### src/rtl/corelet_ctrl_if.sv
`default_nettype none
// ============================================================================
//  Module   : corelet_ctrl_if
//  Purpose  : Bundles the tile-control request/config inputs, the corelet
//             status flags and the sequencer outputs of corelet_ctrl.
//  Ports    : master - host/corelet side (drives start, config, status flags)
//             slave  - sequencer side (drives inst, busy, done)
//  Revision : 1.0 - initial release
// ============================================================================
interface corelet_ctrl_if #(
  parameter int ADDR_BW = 11
);
  logic               start;
  logic               mode;
  logic [ADDR_BW-1:0] w_base;
  logic [ADDR_BW-1:0] a_base;
  logic [ADDR_BW-1:0] p_base;
  logic [ADDR_BW-1:0] n_act;
  logic               ofifo_valid;
  logic               l0_full;
  logic [34:0]        inst;
  logic               busy;
  logic               done;

  modport master (
    output start, mode, w_base, a_base, p_base, n_act, ofifo_valid, l0_full,
    input  inst, busy, done
  );

  modport slave (
    input  start, mode, w_base, a_base, p_base, n_act, ofifo_valid, l0_full,
    output inst, busy, done
  );
endinterface
`default_nettype wire

### src/rtl/corelet_ctrl.sv
`default_nettype none
// ============================================================================
//  Module   : corelet_ctrl
//  Purpose  : Tile instruction sequencer for one corelet plus its xmem/pmem
//             SRAMs: kernel fill/load, kernel settle, activation fill/execute
//             and OFIFO drain into pmem, emitted as a registered 35-bit word.
//  Ports    : clk   - clock
//             reset - asynchronous active-low reset
//             bus   - corelet_ctrl_if.slave (start/config/status in,
//                     inst/busy/done out)
//  Revision : 1.0 - initial release
// ============================================================================
module corelet_ctrl #(
  parameter int ROW     = 8,
  parameter int COL     = 8,
  parameter int ADDR_BW = 11
) (
  input wire            clk,
  input wire            reset,
  corelet_ctrl_if.slave bus
);

  localparam int CNT_W = ADDR_BW + 1;

  // instruction word bit map
  localparam int B_MODE     = 34;
  localparam int B_CEN_P    = 32;
  localparam int B_WEN_P    = 31;
  localparam int B_A_PMEM   = 20;
  localparam int B_CEN_X    = 19;
  localparam int B_WEN_X    = 18;
  localparam int B_A_XMEM   = 7;
  localparam int B_OFIFO_RD = 6;
  localparam int B_IFIFO_RD = 5;
  localparam int B_IFIFO_WR = 4;
  localparam int B_L0_RD    = 3;
  localparam int B_L0_WR    = 2;
  localparam int B_EXEC     = 1;
  localparam int B_LOAD     = 0;

  localparam logic [34:0] C_NOP = (35'd1 << B_CEN_P) | (35'd1 << B_WEN_P) |
                                  (35'd1 << B_CEN_X) | (35'd1 << B_WEN_X);

  localparam logic [CNT_W-1:0] C_COL_CNT  = CNT_W'(COL);
  localparam logic [CNT_W-1:0] C_WAIT_CNT = CNT_W'(ROW + COL);

  typedef enum logic [2:0] {
    S_IDLE   = 3'd0,
    S_W_FILL = 3'd1,
    S_W_LOAD = 3'd2,
    S_W_WAIT = 3'd3,
    S_A_FILL = 3'd4,
    S_A_EXEC = 3'd5,
    S_DRAIN  = 3'd6,
    S_DONE   = 3'd7
  } state_t;

  // state_q names the phase of the word currently held in inst_q;
  // cnt_q counts items issued so far in that phase (reads, loads, wait cycles)
  // and pend_q flags an issued read whose delayed write has not gone out yet.
  state_t             state_q, state_d;
  logic [CNT_W-1:0]   cnt_q, cnt_d;
  logic               pend_q, pend_d;
  logic               mode_q, mode_d;
  logic [ADDR_BW-1:0] w_base_q, w_base_d;
  logic [ADDR_BW-1:0] a_base_q, a_base_d;
  logic [ADDR_BW-1:0] p_base_q, p_base_d;
  logic [ADDR_BW-1:0] n_act_q, n_act_d;
  logic [34:0]        inst_q, inst_d;
  logic               busy_q, busy_d;
  logic               done_q, done_d;

  logic [CNT_W-1:0]   cnt_base;
  logic               pend_base;
  logic [CNT_W-1:0]   n_cnt;
  logic [CNT_W-1:0]   fill_len;
  logic [ADDR_BW-1:0] fill_base;
  logic [CNT_W-1:0]   wr_idx;
  logic               kern_fill;

  always_ff @(posedge clk or negedge reset) begin
    if (!reset) begin
      state_q  <= S_IDLE;
      cnt_q    <= '0;
      pend_q   <= 1'b0;
      mode_q   <= 1'b0;
      w_base_q <= '0;
      a_base_q <= '0;
      p_base_q <= '0;
      n_act_q  <= '0;
      inst_q   <= C_NOP;
      busy_q   <= 1'b0;
      done_q   <= 1'b0;
    end else begin
      state_q  <= state_d;
      cnt_q    <= cnt_d;
      pend_q   <= pend_d;
      mode_q   <= mode_d;
      w_base_q <= w_base_d;
      a_base_q <= a_base_d;
      p_base_q <= p_base_d;
      n_act_q  <= n_act_d;
      inst_q   <= inst_d;
      busy_q   <= busy_d;
      done_q   <= done_d;
    end
  end

  always_comb begin
    // Config: the launching word must already use the live start values.
    mode_d   = mode_q;
    w_base_d = w_base_q;
    a_base_d = a_base_q;
    p_base_d = p_base_q;
    n_act_d  = n_act_q;
    if (state_q == S_IDLE && bus.start) begin
      mode_d   = bus.mode;
      w_base_d = bus.w_base;
      a_base_d = bus.a_base;
      p_base_d = bus.p_base;
      n_act_d  = bus.n_act;
    end
    n_cnt = CNT_W'(n_act_d);

    // Phase of the next word, decided from what the current word completed.
    state_d = state_q;
    case (state_q)
      S_IDLE:   if (bus.start) state_d = S_W_FILL;
      S_W_FILL: if (cnt_q == C_COL_CNT && !pend_q) state_d = S_W_LOAD;
      S_W_LOAD: if (cnt_q == C_COL_CNT) state_d = S_W_WAIT;
      S_W_WAIT: if (cnt_q == C_WAIT_CNT) state_d = (n_act_q == '0) ? S_DONE : S_A_FILL;
      S_A_FILL: if (cnt_q == n_cnt && !pend_q) state_d = S_A_EXEC;
      S_A_EXEC: if (cnt_q == n_cnt) state_d = S_DRAIN;
      S_DRAIN:  if (cnt_q == n_cnt && !pend_q) state_d = S_DONE;
      S_DONE:   state_d = S_IDLE;
      default:  state_d = S_IDLE;
    endcase

    // Counters restart whenever the next word opens a new phase.
    if (state_d != state_q) begin
      cnt_base  = '0;
      pend_base = 1'b0;
    end else begin
      cnt_base  = cnt_q;
      pend_base = pend_q;
    end

    inst_d    = C_NOP;
    cnt_d     = cnt_base;
    pend_d    = pend_base;
    done_d    = 1'b0;
    busy_d    = (state_d != S_IDLE) && (state_d != S_DONE);
    kern_fill = (state_d == S_W_FILL);
    fill_len  = kern_fill ? C_COL_CNT : n_cnt;
    fill_base = kern_fill ? w_base_d : a_base_d;
    wr_idx    = cnt_base - CNT_W'(pend_base);

    if (busy_d) inst_d[B_MODE] = mode_d;

    case (state_d)
      S_W_FILL, S_A_FILL: begin
        if (bus.l0_full) begin
          // Stall: neither read nor write; xmem address parks where it was.
          inst_d[B_A_XMEM +: ADDR_BW] = inst_q[B_A_XMEM +: ADDR_BW];
        end else begin
          // Data of the previous read lands one cycle later (SRAM latency).
          if (kern_fill && mode_d) inst_d[B_IFIFO_WR] = pend_base;
          else                     inst_d[B_L0_WR]    = pend_base;
          if (cnt_base < fill_len) begin
            inst_d[B_CEN_X]             = 1'b0;
            inst_d[B_A_XMEM +: ADDR_BW] = fill_base + cnt_base[ADDR_BW-1:0];
            cnt_d                       = cnt_base + CNT_W'(1);
            pend_d                      = 1'b1;
          end else begin
            inst_d[B_A_XMEM +: ADDR_BW] = inst_q[B_A_XMEM +: ADDR_BW];
            pend_d                      = 1'b0;
          end
        end
      end
      S_W_LOAD: begin
        if (mode_d) inst_d[B_IFIFO_RD] = 1'b1;
        else        inst_d[B_L0_RD]    = 1'b1;
        inst_d[B_LOAD] = 1'b1;
        cnt_d          = cnt_base + CNT_W'(1);
      end
      S_W_WAIT: begin
        cnt_d = cnt_base + CNT_W'(1);
      end
      S_A_EXEC: begin
        inst_d[B_L0_RD] = 1'b1;
        inst_d[B_EXEC]  = 1'b1;
        cnt_d           = cnt_base + CNT_W'(1);
      end
      S_DRAIN: begin
        // pmem write trails each OFIFO read by one cycle; index = writes so far.
        if (pend_base) begin
          inst_d[B_CEN_P]             = 1'b0;
          inst_d[B_WEN_P]             = 1'b0;
          inst_d[B_A_PMEM +: ADDR_BW] = p_base_d + wr_idx[ADDR_BW-1:0];
        end
        if (bus.ofifo_valid && cnt_base < n_cnt) begin
          inst_d[B_OFIFO_RD] = 1'b1;
          cnt_d              = cnt_base + CNT_W'(1);
          pend_d             = 1'b1;
        end else begin
          pend_d = 1'b0;
        end
      end
      S_DONE: begin
        done_d = 1'b1;
      end
      default: begin
        cnt_d  = '0;
        pend_d = 1'b0;
      end
    endcase
  end

  assign bus.inst = inst_q;
  assign bus.busy = busy_q;
  assign bus.done = done_q;

endmodule
`default_nettype wire

### src/flat_wrapper.sv
// flat-port wrapper written by rule: the top's interface ports become plain ports
module corelet_ctrl_flat 
#(
  parameter int ROW     = 8,
  parameter int COL     = 8,
  parameter int ADDR_BW = 11
)
  (clk, reset, bus_start, bus_mode, bus_w_base, bus_a_base, bus_p_base, bus_n_act, bus_ofifo_valid, bus_l0_full, bus_inst, bus_busy, bus_done);
  corelet_ctrl_if #(.ADDR_BW(ADDR_BW)) bus_i ();
  input wire clk;
  input wire reset;
  input wire logic [$bits(bus_i.start)-1:0] bus_start;
  input wire logic [$bits(bus_i.mode)-1:0] bus_mode;
  input wire logic [$bits(bus_i.w_base)-1:0] bus_w_base;
  input wire logic [$bits(bus_i.a_base)-1:0] bus_a_base;
  input wire logic [$bits(bus_i.p_base)-1:0] bus_p_base;
  input wire logic [$bits(bus_i.n_act)-1:0] bus_n_act;
  input wire logic [$bits(bus_i.ofifo_valid)-1:0] bus_ofifo_valid;
  input wire logic [$bits(bus_i.l0_full)-1:0] bus_l0_full;
  output wire logic [$bits(bus_i.inst)-1:0] bus_inst;
  output wire logic [$bits(bus_i.busy)-1:0] bus_busy;
  output wire logic [$bits(bus_i.done)-1:0] bus_done;
  assign bus_i.start = bus_start;
  assign bus_i.mode = bus_mode;
  assign bus_i.w_base = bus_w_base;
  assign bus_i.a_base = bus_a_base;
  assign bus_i.p_base = bus_p_base;
  assign bus_i.n_act = bus_n_act;
  assign bus_i.ofifo_valid = bus_ofifo_valid;
  assign bus_i.l0_full = bus_l0_full;
  assign bus_inst = bus_i.inst;
  assign bus_busy = bus_i.busy;
  assign bus_done = bus_i.done;
  corelet_ctrl #(.ROW(ROW), .COL(COL), .ADDR_BW(ADDR_BW)) u_core (.clk(clk), .reset(reset), .bus(bus_i));
endmodule
### config.mk
export PLATFORM = sky130hd
export DESIGN_NAME = corelet_ctrl_flat
export DESIGN_NICKNAME = d
export VERILOG_FILES = /design/src/rtl/corelet_ctrl_if.sv /design/src/rtl/corelet_ctrl.sv /design/src/flat_wrapper.sv
export SDC_FILE = /design/constraint.sdc
export NUM_CORES = 1
export LEC_CHECK = 0
export ABC_AREA = 1
export ABC_CLOCK_PERIOD_IN_PS = 10070
export BUFFER_PORTS_ARGS = -buffer_cell sky130_fd_sc_hd__buf_2
export CORE_MARGIN = 2
export CORE_UTILIZATION = 40
export DETAILED_ROUTE_END_ITERATION = 12
export GPL_ROUTABILITY_DRIVEN = 0
export GPL_TIMING_DRIVEN = 0
export PLACE_DENSITY = 0.67
export SLEW_MARGIN = 30
export SYNTH_ARGS = -nofsm -noshare
export SYNTH_HDL_FRONTEND = slang
export SYNTH_SLANG_ARGS = --single-unit
### constraint.sdc
create_clock -name clk -period 10.07 [get_ports clk]
set_clock_uncertainty 0.15 [all_clocks]
set_input_delay 1.5105 -clock clk [delete_from_list [all_inputs] [get_ports clk]]
set_output_delay 1.5105 -clock clk [all_outputs]
set_load 0.01 [all_outputs]
* Word level (Yosys, flattened, before mapping) *
Cells that the tools add are included.

storage, ports and cells
  register bits = 96
  output and inout port bits = 37
  word-level logic and storage cells = 102
  input port bits = 50

operators by class
  equal/unequal tests = 21
  add/sub/neg operators = 4
  reduce and logical (&&, ||, !) cells = 14
  order comparisons = 2
  multiplexer cells = 49

operator list
  cell                                                                    count
  11-bit two-way mux                                                      9
  12-bit two-way mux                                                      4
  12-bit case mux with 4 select lines                                     1
  13-bit two-way mux                                                      2
  3-bit equality test, second input constant                              8
  12-bit by 11-bit < comparator with 1-bit output                         2
  3-bit case mux with 8 select lines                                      1
  11-bit adder                                                            2
  1-bit two-way mux                                                       22
  3-bit two-way mux                                                       7
  12-bit by 1-bit adder with 12-bit output, second input constant         1
  12-bit by 11-bit equality test with 1-bit output                        1
  12-bit by 4-bit equality test with 1-bit output, second input constant  1
  12-bit by 5-bit equality test with 1-bit output, second input constant  1
  3-bit by 2-bit equality test with 1-bit output, second input constant   4
  11-bit zero test                                                        1
  11-bit by 1-bit subtractor with 11-bit output                           1
  3-bit by 1-bit equality test with 1-bit output, second input constant   2
  1-bit logical AND                                                       6
  4-bit OR reduction                                                      1
  3-bit zero test                                                         1
  3-bit != test                                                           1
  3-bit != test, second input constant                                    1
  1-bit case mux with 3 select lines                                      1
  other kinds (9)                                                         9

* Depth between registers and ports, before layout *
Gate-level depths: netlist of the first run.

  depth in word-level cells = 13
  depth in mapped cells = 37
  depth with buffers taken out = 35

* Worst setup path after synthesis of the first run *
No wires, ideal clock.

  path kind = in2reg
  start point = input port bus_start
  end point = register u_core.inst_q[30] (netlist: u_core.bus.inst[30])
  slack = 4.311 ns
  path buffers = 1
  required time = 9.842 ns
  cell stages on the path = 33
  data arrival time = 5.531 ns
  library setup time = 0.078 ns
  cell sequence = buf_2 -> nand4_2 -> nand3_1 -> nand2_1 -> nor2_1 -> nand2_1 -> nor2_2 -> nand2_1 -> nand2_2 -> nand4_4 -> nand2_4 -> nand2_8 -> nor2_1 -> ha_1 -> inv_1 -> ha_1 -> inv_1 -> fa_1 -> o31ai_1 -> inv_1 -> nor2_1 -> nor2_1 -> o21ai_0 -> inv_1 -> nor2_1 -> nor2_1 -> o21bai_1 -> nand2_1 -> nand2_1 -> a21oi_1 -> xnor2_1 -> or2_2 -> a21oi_1

on the way
  word-level cells in the longest chain between the ends = 12
  elaborated cells between the ends (all ways) = 18
  classes of those cells = add/sub (2); eq/ne (3); mux (11); reduce/logical (2)

RTL lines
  element                                                  RTL line                                                       RTL
  from (decl)                                              flat_wrapper.sv:12                                             input wire logic [$bits(bus_i.start)-1:0] bus_start;
  1-bit logical AND                                        corelet_ctrl.sv:116                                            if (state_q == S_IDLE && bus.start) begin
  11-bit two-way mux                                       corelet_ctrl.sv:116
  12-bit by 11-bit equality test with 1-bit output         corelet_ctrl.sv:132, corelet_ctrl.sv:133, corelet_ctrl.sv:134
  1-bit logical AND                                        corelet_ctrl.sv:132, corelet_ctrl.sv:134
  3-bit two-way mux (on tied branches)                     corelet_ctrl.sv:134, corelet_ctrl.sv:132
  3-bit case mux with 8 select lines *                     corelet_ctrl.sv:127                                            case (state_q)
  via u_core.state_d[0]                                    corelet_ctrl.sv:61                                             state_t state_q, state_d;
  3-bit != test                                            corelet_ctrl.sv:140                                            if (state_d != state_q) begin
  12-bit two-way mux or 1-bit two-way mux (tied branches)  corelet_ctrl.sv:140
  11-bit by 1-bit subtractor with 11-bit output            corelet_ctrl.sv:156                                            wr_idx = cnt_base - CNT_W'(pend_base);
  11-bit adder                                             corelet_ctrl.sv:199                                            inst_d[B_A_PMEM +: ADDR_BW] = p_base_d + wr_idx[ADDR_BW-1:0];
  13-bit two-way mux                                       corelet_ctrl.sv:196                                            if (pend_base) begin
  13-bit two-way mux *                                     corelet_ctrl.sv:160                                            case (state_d)
  via u_core.inst_d[30]                                    corelet_ctrl.sv:69                                             logic [34:0] inst_q, inst_d;
  to (signal assigned)                                     corelet_ctrl.sv:103                                            inst_q <= inst_d;
  to (decl)                                                corelet_ctrl.sv:69

The timed path passes the listed nets; every way through them passes the cells marked *.
A chain may end at the register's enable or synchronous reset.

* Worst setup path in the final report of the first run *
  start point = input port bus_start
  end point = register u_core.inst_q[30] (netlist: u_core.bus.inst[30])

on the way
  word-level cells in the longest chain between the ends = 12
  elaborated cells between the ends (all ways) = 18
  classes of those cells = add/sub (2); eq/ne (3); mux (11); reduce/logical (2)

RTL lines
  element                                                  RTL line                                                       RTL
  1-bit logical AND *                                      corelet_ctrl.sv:116
  11-bit two-way mux *                                     corelet_ctrl.sv:116
  via u_core.n_act_d[7]                                    corelet_ctrl.sv:68                                             logic [ADDR_BW-1:0] n_act_q, n_act_d;
  12-bit by 11-bit equality test with 1-bit output *       corelet_ctrl.sv:132, corelet_ctrl.sv:133, corelet_ctrl.sv:134
  1-bit logical AND                                        corelet_ctrl.sv:132, corelet_ctrl.sv:134
  3-bit two-way mux (on tied branches)                     corelet_ctrl.sv:134, corelet_ctrl.sv:132
  3-bit case mux with 8 select lines *                     corelet_ctrl.sv:127
  via u_core.state_d[0]                                    corelet_ctrl.sv:61
  3-bit != test                                            corelet_ctrl.sv:140
  12-bit two-way mux or 1-bit two-way mux (tied branches)  corelet_ctrl.sv:140
  11-bit by 1-bit subtractor with 11-bit output            corelet_ctrl.sv:156
  11-bit adder                                             corelet_ctrl.sv:199
  13-bit two-way mux                                       corelet_ctrl.sv:196
  13-bit two-way mux *                                     corelet_ctrl.sv:160
  via u_core.inst_d[30]                                    corelet_ctrl.sv:69

Marks and branches as above.

==> metrics, run 1 <==
status finished, final reports clean; ys flop type dfrtp_1; PortBufs 84; slowest CP cell fa_1; RSZ-0062 raised after global routing no; share of layout cells above drive strength 1 0.171; full die area 16700 µm²; Power per Cell Area 102 nW/µm²; GRT overflow 0; max incr delay on CP 390 ps; Clock H-tree levels 3; HPWL after detailed placement 13.2 mm; All-Layer GR Usage 0.215; via count 5836; most numerous cell in the Yosys netlist nand2_1; Final Slew Violations 0; setup bufs post-CTS 0; vias per cell 5.01; worst slew pin tran 852 ps; final std cells w/o fill 1165; # nets final 1039; Setup crit start kind primary input; multi-input gate area in the final layout 3320 µm²; most used cell, CP nand2_1; number of synthesized flops with an enable pin 0; Root Driver clkbuf_16; RR Endpoint u_core.bus.inst[30]; Routed Wire Length 17.2 mm; Diodes inserted 0; number of max-cap violations 0; Setup TNS 0 ps; endpoint class of the critical path flop; CP delay by family, top simple AND/OR/NAND/NOR gates; WHS 329 ps; Worst Path Required 10190 ps; 1st-iter DRT viols 396; leakage power 4.18 nW; clock period minus worst slack 6430 ps; wire per inst 14.8 µm; Antenna Violating Nets Remaining 0; Yosys top cell area share 0.371; number of antenna violations at the first check in global routing 0; crit path buf inv count 6; Async SR Flop Fraction 1.00; critical path class primary input to flop; clk slew on worst S/H paths 70 ps; first-pass GRT wire length 27.9 mm; #FFs+latches synth 95; Reg2Reg Setup Slack 4240 ps; die width 129 µm; design area 7270 µm²; syn_nets 943; top cells by area, synth dfrtp_1 37%, nand2_1 14%, ha_1 7.6%; Seq. cell area 2380 µm²; slew margin rel. 0.427; CTS tree done; Gate Count Post-Synth 853; Final Cycle Share 0.639; Worst Hold Depth 2; Worst Hold Launch u_core.a_base_q[6]; Endpoint, Worst Hold u_core.a_base_q[6]; core area 15300 µm²; CTS Sinks 95; Mapped Area 6260 µm²; final setup fails 0; Max Buffers Root-to-Sink 2; Yosys top cell by area dfrtp_1; FF-to-FF path depth 35; Core Rows 45; fmax 155 MHz; synthesis-to-layout area growth 16.0%; CTS-repair resized insts 0; Mean Syn Cell Area 7.34 µm²; Yosys cell types 47; Fin. Hold Viols 0; Worst Hold Class flop to flop; Commonest cells post-synth 239 x nand2_1, 107 x inv_1, 93 x dfrtp_1, 85 x nor2_1, 51 x nand3_1; filler instances 1512; Crit Path Max Fanout 10; IO Pins 87; number of synthesis warnings 0; hold-fix buffers at CTS 0; Die Y 129 µm; Clock Latency Late Sink 350 ps; initial core utilization 0.411; sequential-to-total area share from yosys stat 0.380; Placement Cell Area 6980 µm²; Peak VDD IR 68.1 µV; r2r startpoint u_core.state_q[0]; vias in the first global route 5498; largest net degree at the start of global routing 68; DRT Pass-1 Iters 5; TritonCTS Buffers 9; CP Data Arrival Time 6560 ps; DRC 0; Inst Count DP 1149
## where the power goes
group,switching (mW),internal (mW),total (mW)
Clock,0.156,0.183,0.339
Combinational,0.0132,0.00878,0.0220
Sequential,0,0.381,0.381
Total,0.169,0.573,0.742
## flip-flops by register name (all words and copies together), names as in the netlist
name and cells:
u_core.cnt_q 12, u_core.bus.busy 1, u_core.n_act_q 11, u_core.w_base_q 11
u_core.bus.done 1, u_core.mode_q 1, u_core.state_q 3, u_core.p_base_q 11
u_core.a_base_q 11, u_core.pend_q 1, u_core.bus.inst 32
## worst reg2reg max path, delay by kind of cell, from the launching register on
family | cells | cell delay (ps)
AND/OR/NAND/NOR | 21 | 2810
buffers and inverters | 5 | 430
flip-flops | 1 | 480
XOR/XNOR | 1 | 130
adder cells (fa/ha/maj) | 3 | 880
AO/OA/AOI/OAI | 5 | 860
## how the worst max path moves through the flow
stage               slack [ps]             endpoint       from  cells past startpoint
floorplan                 4310  u_core.bus.inst[30]  bus_start                     33
global placement          3280  u_core.bus.inst[30]  bus_start                     35
detailed placement        3290  u_core.bus.inst[30]  bus_start                     35
CTS                       3620  u_core.bus.inst[30]  bus_start                     35
global route              2960  u_core.bus.inst[30]  bus_start                     35
finish                    3640  u_core.bus.inst[30]  bus_start                     35
## cell families after synthesis
family                   after synthesis  synth area share
AO/OA/AOI/OAI                         90            0.0803
XOR/XNOR                              19            0.0266
adder cells (fa/ha/maj)               40            0.0823
buffers and inverters                141            0.0895
flip-flops                            95             0.380
other                                  2           0.00120
AND/OR/NAND/NOR                      466             0.340
## cell type report
| cell class | count | area share |
|---|---|---|
| timing repair buffer | 85 | 0.0625 |
| tap | 211 | 0.0363 |
| inverter | 119 | 0.0616 |
| buffer | 22 | 0.0155 |
| sequential | 95 | 0.327 |
| multi-input combinational | 617 | 0.457 |
| clock inverter | 3 | 0.00361 |
| clock buffer | 13 | 0.0358 |
## stage by stage
stage	util	power, mW	worst slack [ps]
6_report	0.476	0.742	3640
3_3_place_gp	0.455	0.410	3280
5_1_grt	0.476	0.760	2960
3_5_place_dp	0.458	0.411	3290
4_1_cts	0.476	0.750	3620
2_1_floorplan	-	0.391	4310
## cell usage in the layout, fill, tap and decap left out, types with 4 or more instances in the layout
cell,instances
o21ai_0,30
inv_2,10
xor2_1,11
ha_1,38
a21oi_1,18
nor3_1,20
nor2_4,6
nor2_1,85
o21ai_1,19
nand2_1,239
xnor2_1,8
dfrtp_1,93
clkbuf_1,10
clkbuf_16,9
or2_2,13
inv_1,107
nand4_1,22
nand2_2,6
buf_4,4
nand3b_1,4
nor2_2,4
nand3_1,51
a31oi_1,11
buf_2,89
## metal layers
layer / routed length [µm] / global-route usage
met5: 0 / 0
met4: 528 / 0.0895
met2: 7760 / 0.339
met3: 954 / 0.0277
met1: 8000 / 0.300
(Power assumes the default switching activity.)
==> run 2: changes to the inputs <==
Settings changed: ABC_CLOCK_PERIOD_IN_PS 10070 to 6270.
Clock period 10.07 ns to 6.27 ns, I/O delays scaled along.
==> metrics, run 2 (synthesis gave the netlist of run 1 again) <==
Routed Wire Length 17.3 mm (+0.10%); vias in the first global route 5498 (unchanged); slew margin rel. 0.429 (+0.00192); Final Cycle Share 0.902; hold-fix buffers at CTS 0 (unchanged); number of max-cap violations 0 (unchanged); GRT overflow 0 (unchanged); critical path class primary input to flop; Clock H-tree levels 3 (unchanged); setup bufs post-CTS 0 (unchanged); wire per inst 14.8 µm (+0.10%); CTS-repair resized insts 0 (unchanged); All-Layer GR Usage 0.215 (unchanged); endpoint class of the critical path flop; Final Power 1.19 mW (+61%); share of layout cells above drive strength 1 0.174 (+0.00314); internal power 0.921 mW (+61%); fmax 177 MHz; part of the power in registers 0.514 (about the same); IO Pins 87 (unchanged); first-pass GRT wire length 27.9 mm (unchanged); max incr delay on CP 420 ps (+30 ps); Setup crit start kind primary input; CP Data Arrival Time 5780 ps (-780 ps); commonest cells after routing, fill and taps aside 239 x nand2_1, 107 x inv_1, 93 x dfrtp_1; CTS tree done; TritonCTS Buffers 9 (unchanged); Crit Path Max Fanout 10 (unchanged); clk slew on worst S/H paths 70 ps (about the same); Placement Cell Area 6980 µm² (unchanged); HPWL after detailed placement 13.2 mm (unchanged); full die area 16700 µm² (unchanged); CTS Sinks 95 (unchanged); RSZ-0062 raised after global routing no; clock period minus worst slack 5650 ps; via count 5834 (-0.034%); clock power share 0.457 (about the same); Max Buffers Root-to-Sink 2 (unchanged); leakage power 4.19 nW (+0.21%); status finished, final reports clean; Fin. Hold Viols 0 (unchanged); Diodes inserted 0 (unchanged); slowest CP cell fa_1; initial core utilization 0.411 (unchanged); worst slew pin tran 849 ps (-2.85 ps); core area 15300 µm² (unchanged); part of the power in combinational logic 0.030 (about the same); Antenna Violating Nets Remaining 0 (unchanged); Peak VDD IR 109 µV (+60%); largest net degree at the start of global routing 68 (unchanged); Root Driver clkbuf_16; max reg flops 32 (unchanged); Worst Path Required 6390 ps (-3800 ps); DRT Pass-1 Iters 5 (unchanged); final setup fails 0 (unchanged); switching pwr 0.271 mW (+61%); PortBufs 84 (unchanged); # nets final 1039 (unchanged); Power per Cell Area 164 nW/µm² (+60%); Setup TNS 0 ps (unchanged); synthesis-to-layout area growth 16.4%; commonest non-fill, non-tap cell in the layout nand2_1; 1st-iter DRT viols 396 (unchanged); vias per cell 5.01 (about the same); Die Y 129 µm (unchanged); Clock Latency Late Sink 350 ps (about the same); die width 129 µm (unchanged); design area 7290 µm² (+0.28%); number of antenna violations at the first check in global routing 0 (unchanged); DRC 0 (unchanged); filler instances 1509 (-0.20%); switching fraction of total power 0.228 (about the same); Core Rows 45 (unchanged); Worst Hold Class primary input to asynchronous set/reset pin; most used cell, CP nand2_1; Final Slew Violations 0 (unchanged)
-- run 2: cell count changes in the layout (fill, tap and decap cells not counted) --
| cell | before | now |
|---|---|---|
| nor2_1 | 85 | 83 |
| nor2_4 | 6 | 8 |
| o31ai_1 | 1 | 0 |
| o31ai_2 | 0 | 1 |
-- run 2: power by group through the flow --
stage                     Sequential [mW]  Clock, mW  Combinational, mW
after floorplan                     0.624          0            0.00288
after global placement              0.624          0             0.0336
after global routing                0.612      0.568             0.0399
after detailed placement            0.624          0             0.0362
final                               0.612      0.545             0.0354
after CTS                           0.612      0.555             0.0362
-- run 2: metrics by stage --
step / utilization / hold WS, ps / worst slack, ps / std cells
6_report: 0.478 / 304 / 615 / 1165
5_1_grt: 0.478 / 324 / 0.758 / 1165
4_1_cts: 0.476 / 311 / 387 / 1165
3_5_place_dp: 0.458 / 312 / 56.5 / 1149
3_3_place_gp: 0.455 / 303 / 53.9 / 1148
2_1_floorplan: - / 290 / 1080 / 853
-- run 2: final timing paths --
check | to | cells after the start | from | slack [ps]
worst max-delay path | u_core.bus.inst[30] | 35 | bus_start | 620
worst min-delay path | u_core.n_act_q[9] | 1 | reset | 300
worst max register to register | u_core.bus.inst[30] | 35 | u_core.state_q[1] | 650
worst min register to register | u_core.a_base_q[4] | 2 | u_core.a_base_q[4] | 330
max in group asynchronous | u_core.bus.inst[32] | 2 | reset | 4960
min in group clk | u_core.a_base_q[4] | 2 | u_core.a_base_q[4] | 330
-- run 2: per-layer routing --
layer  GRT usage  share of wire  routed length, µm
met5           0              0                  0
met4      0.0895          0.031                535
met3      0.0277          0.057                992
met2       0.339           0.45               7790
met1       0.300           0.46               7950
-- run 2: layout make-up --
class                      instances  area [µm²]  area share
inverter                         119         448      0.0614
clock inverter                     3        26.3     0.00360
tap                              211         264      0.0362
sequential                        95        2380       0.326
buffer                            22         113      0.0154
multi-input combinational        617        3340       0.459
timing repair buffer              85         454      0.0623
clock buffer                      13         260      0.0357
-- run 2: worst max-delay path: cells and delay by family --
| family | cells | cell delay, ps |
|---|---|---|
| simple gates | 20 | 2410 |
| fa+ha+maj | 3 | 850 |
| xor+xnor | 1 | 130 |
| compound gates | 5 | 870 |
| buf+inv | 6 | 560 |
==> run 3: changes to the inputs <==
Settings changed: CAP_MARGIN set to 20, CORE_UTILIZATION 40 to 50, PLACE_DENSITY 0.67 to 0.79, REMOVE_ABC_BUFFERS set to 1.
==> metrics, run 3 (synthesis gave the netlist of run 1 again) <==
Worst Path Required 6380 ps (about the same); Inst Count DP 1084 (-5.7%); hold-fix buffers at CTS 0 (unchanged); All-Layer GR Usage 0.261 (+0.0465); CP Data Arrival Time 5980 ps (+200 ps); max reg flops 32 (unchanged); GRT overflow 0 (unchanged); post-layout util 0.601 (+0.123); status finished, final reports clean; final std cells w/o fill 1113 (-4.5%); Max Buffers Root-to-Sink 2 (unchanged); design area 7280 µm² (-0.19%); Clock Latency Late Sink 350 ps (about the same); number of max-cap violations 0 (unchanged); endpoint class of the critical path flop; leakage power 4.20 nW (+0.29%); Reg2Reg Setup Slack 460 ps (-190 ps); Seq. cell area 2380 µm² (unchanged); clk slew on worst S/H paths 70 ps (about the same); number of antenna violations at the first check in global routing 0 (unchanged); IO Pins 87 (unchanged); CTS Sinks 95 (unchanged); 1st-iter DRT viols 394 (-0.51%); PortBufs 84 (unchanged); most used cell, CP nor2_1; Crit Path Max Fanout 15 (+5); multi-input gate area in the final layout 3360 µm² (+0.56%); Worst Hold Class flop to flop; filler instances 1109 (-27%); slowest CP cell fa_1; DRC 0 (unchanged); Worst Setup SP bus_start; Final Slew Violations 0 (unchanged); Final Cycle Share 0.935 (+0.0330); full die area 13400 µm² (-19%); Final Power 1.24 mW (+4.3%); largest net degree at the start of global routing 61 (-10%); WHS 329 ps (+25.1 ps); critical path class primary input to flop; Clock H-tree levels 3 (unchanged); commonest non-fill, non-tap cell in the layout nand2_1; die width 116 µm (-10%); initial core utilization 0.517 (+0.107); Peak VDD IR 110 µV (+0.30%); worst slew pin tran 833 ps (-16.4 ps); via count 5974 (+2.4%); r2r startpoint u_core.state_q[2]; Diodes inserted 0 (unchanged); HPWL after detailed placement 11.7 mm (-11%); Die Y 116 µm (-10%); CTS tree done; first-pass GRT wire length 27.1 mm (-3.2%); DRT Pass-1 Iters 5 (unchanged); Antenna Violating Nets Remaining 0 (unchanged); fmax 171 MHz (-3.5%); slew margin rel. 0.445 (+0.0152); vias in the first global route 5545 (+0.85%); Routed Wire Length 17.0 mm (-1.8%); # nets final 1030 (-0.87%); Worst Hold Launch u_core.a_base_q[3]; Setup crit start kind primary input; Placement Cell Area 6820 µm² (-2.3%); TritonCTS Buffers 9 (unchanged); Power per Cell Area 171 nW/µm² (+4.5%); core area 12100 µm² (-21%); clock period minus worst slack 5860 ps (+207 ps); Core Rows 40 (-11%); Root Driver clkbuf_16; vias per cell 5.37 (+7.2%); final setup fails 0 (unchanged); synthesis-to-layout area growth 16.1%; max incr delay on CP 420 ps (about the same); wire per inst 15.2 µm (+2.8%); commonest cells after routing, fill and taps aside 239 x nand2_1, 107 x inv_1, 93 x dfrtp_1; Fin. Hold Viols 0 (unchanged); share of layout cells above drive strength 1 0.181 (+0.00695)
## run 3: cell count changes in the layout (fill, tap and decap cells not counted), sizes merged
cell	delta
clkbuf	-12
clkinvlp	+1
nand3	+2
bufinv	+2
buf	-4
inv	+2
## run 3: worst paths after layout
check / end / cells past startpoint
max: u_core.bus.inst[30] / 35
min: u_core.a_base_q[3] / 2
max reg2reg: u_core.bus.inst[30] / 35
min reg2reg: u_core.a_base_q[3] / 2
max in group asynchronous: u_core.bus.inst[19] / 2
min in group asynchronous: u_core.n_act_q[3] / 1
## run 3: what timing repair did
action,CTS,global route
gates cloned,2,1
setup buffers,4,6
gates resized for setup,3,8
pin swaps,2,2
endpoints found under the setup margin,2,1
## run 3: layout make-up
cell class,count,area share
Multi-Input combinational cell,619,0.462
Sequential cell,95,0.327
Timing Repair Buffer,95,0.0731
Inverter,119,0.0635
Clock buffer,9,0.0310
Tap cell,168,0.0289
Clock inverter,7,0.0131
Timing Repair inverter,1,0.00120
## run 3: metal layers
layer,GRT usage,up-vias,share of wire
li1,-,2914,-
met1,0.352,2740,0.42
met2,0.415,265,0.46
met3,0.0486,55,0.083
met4,0.113,0,0.036
met5,0,-,0
## run 3: stage by stage
stage                     TNS [ps]  setup slack, ps
final                            0              408
after global routing         -53.5            -53.5
after global placement       -5070            -1080
after floorplan                  0              567
after detailed placement     -4280            -1180
after CTS                        0             30.3
## run 3: worst max-delay path, delay by kind of cell
family	cells	cell delay, ps
adder cells (fa/ha/maj)	3	850
buffers and inverters	6	680
AO/OA/AOI/OAI	5	880
AND/OR/NAND/NOR	20	2430
XOR/XNOR	1	160
## run 3: power by group
group	switching [mW]	internal, mW
clock network	0.247	0.351
logic	0.0203	0.0132
registers	0	0.613
total	0.267	0.977
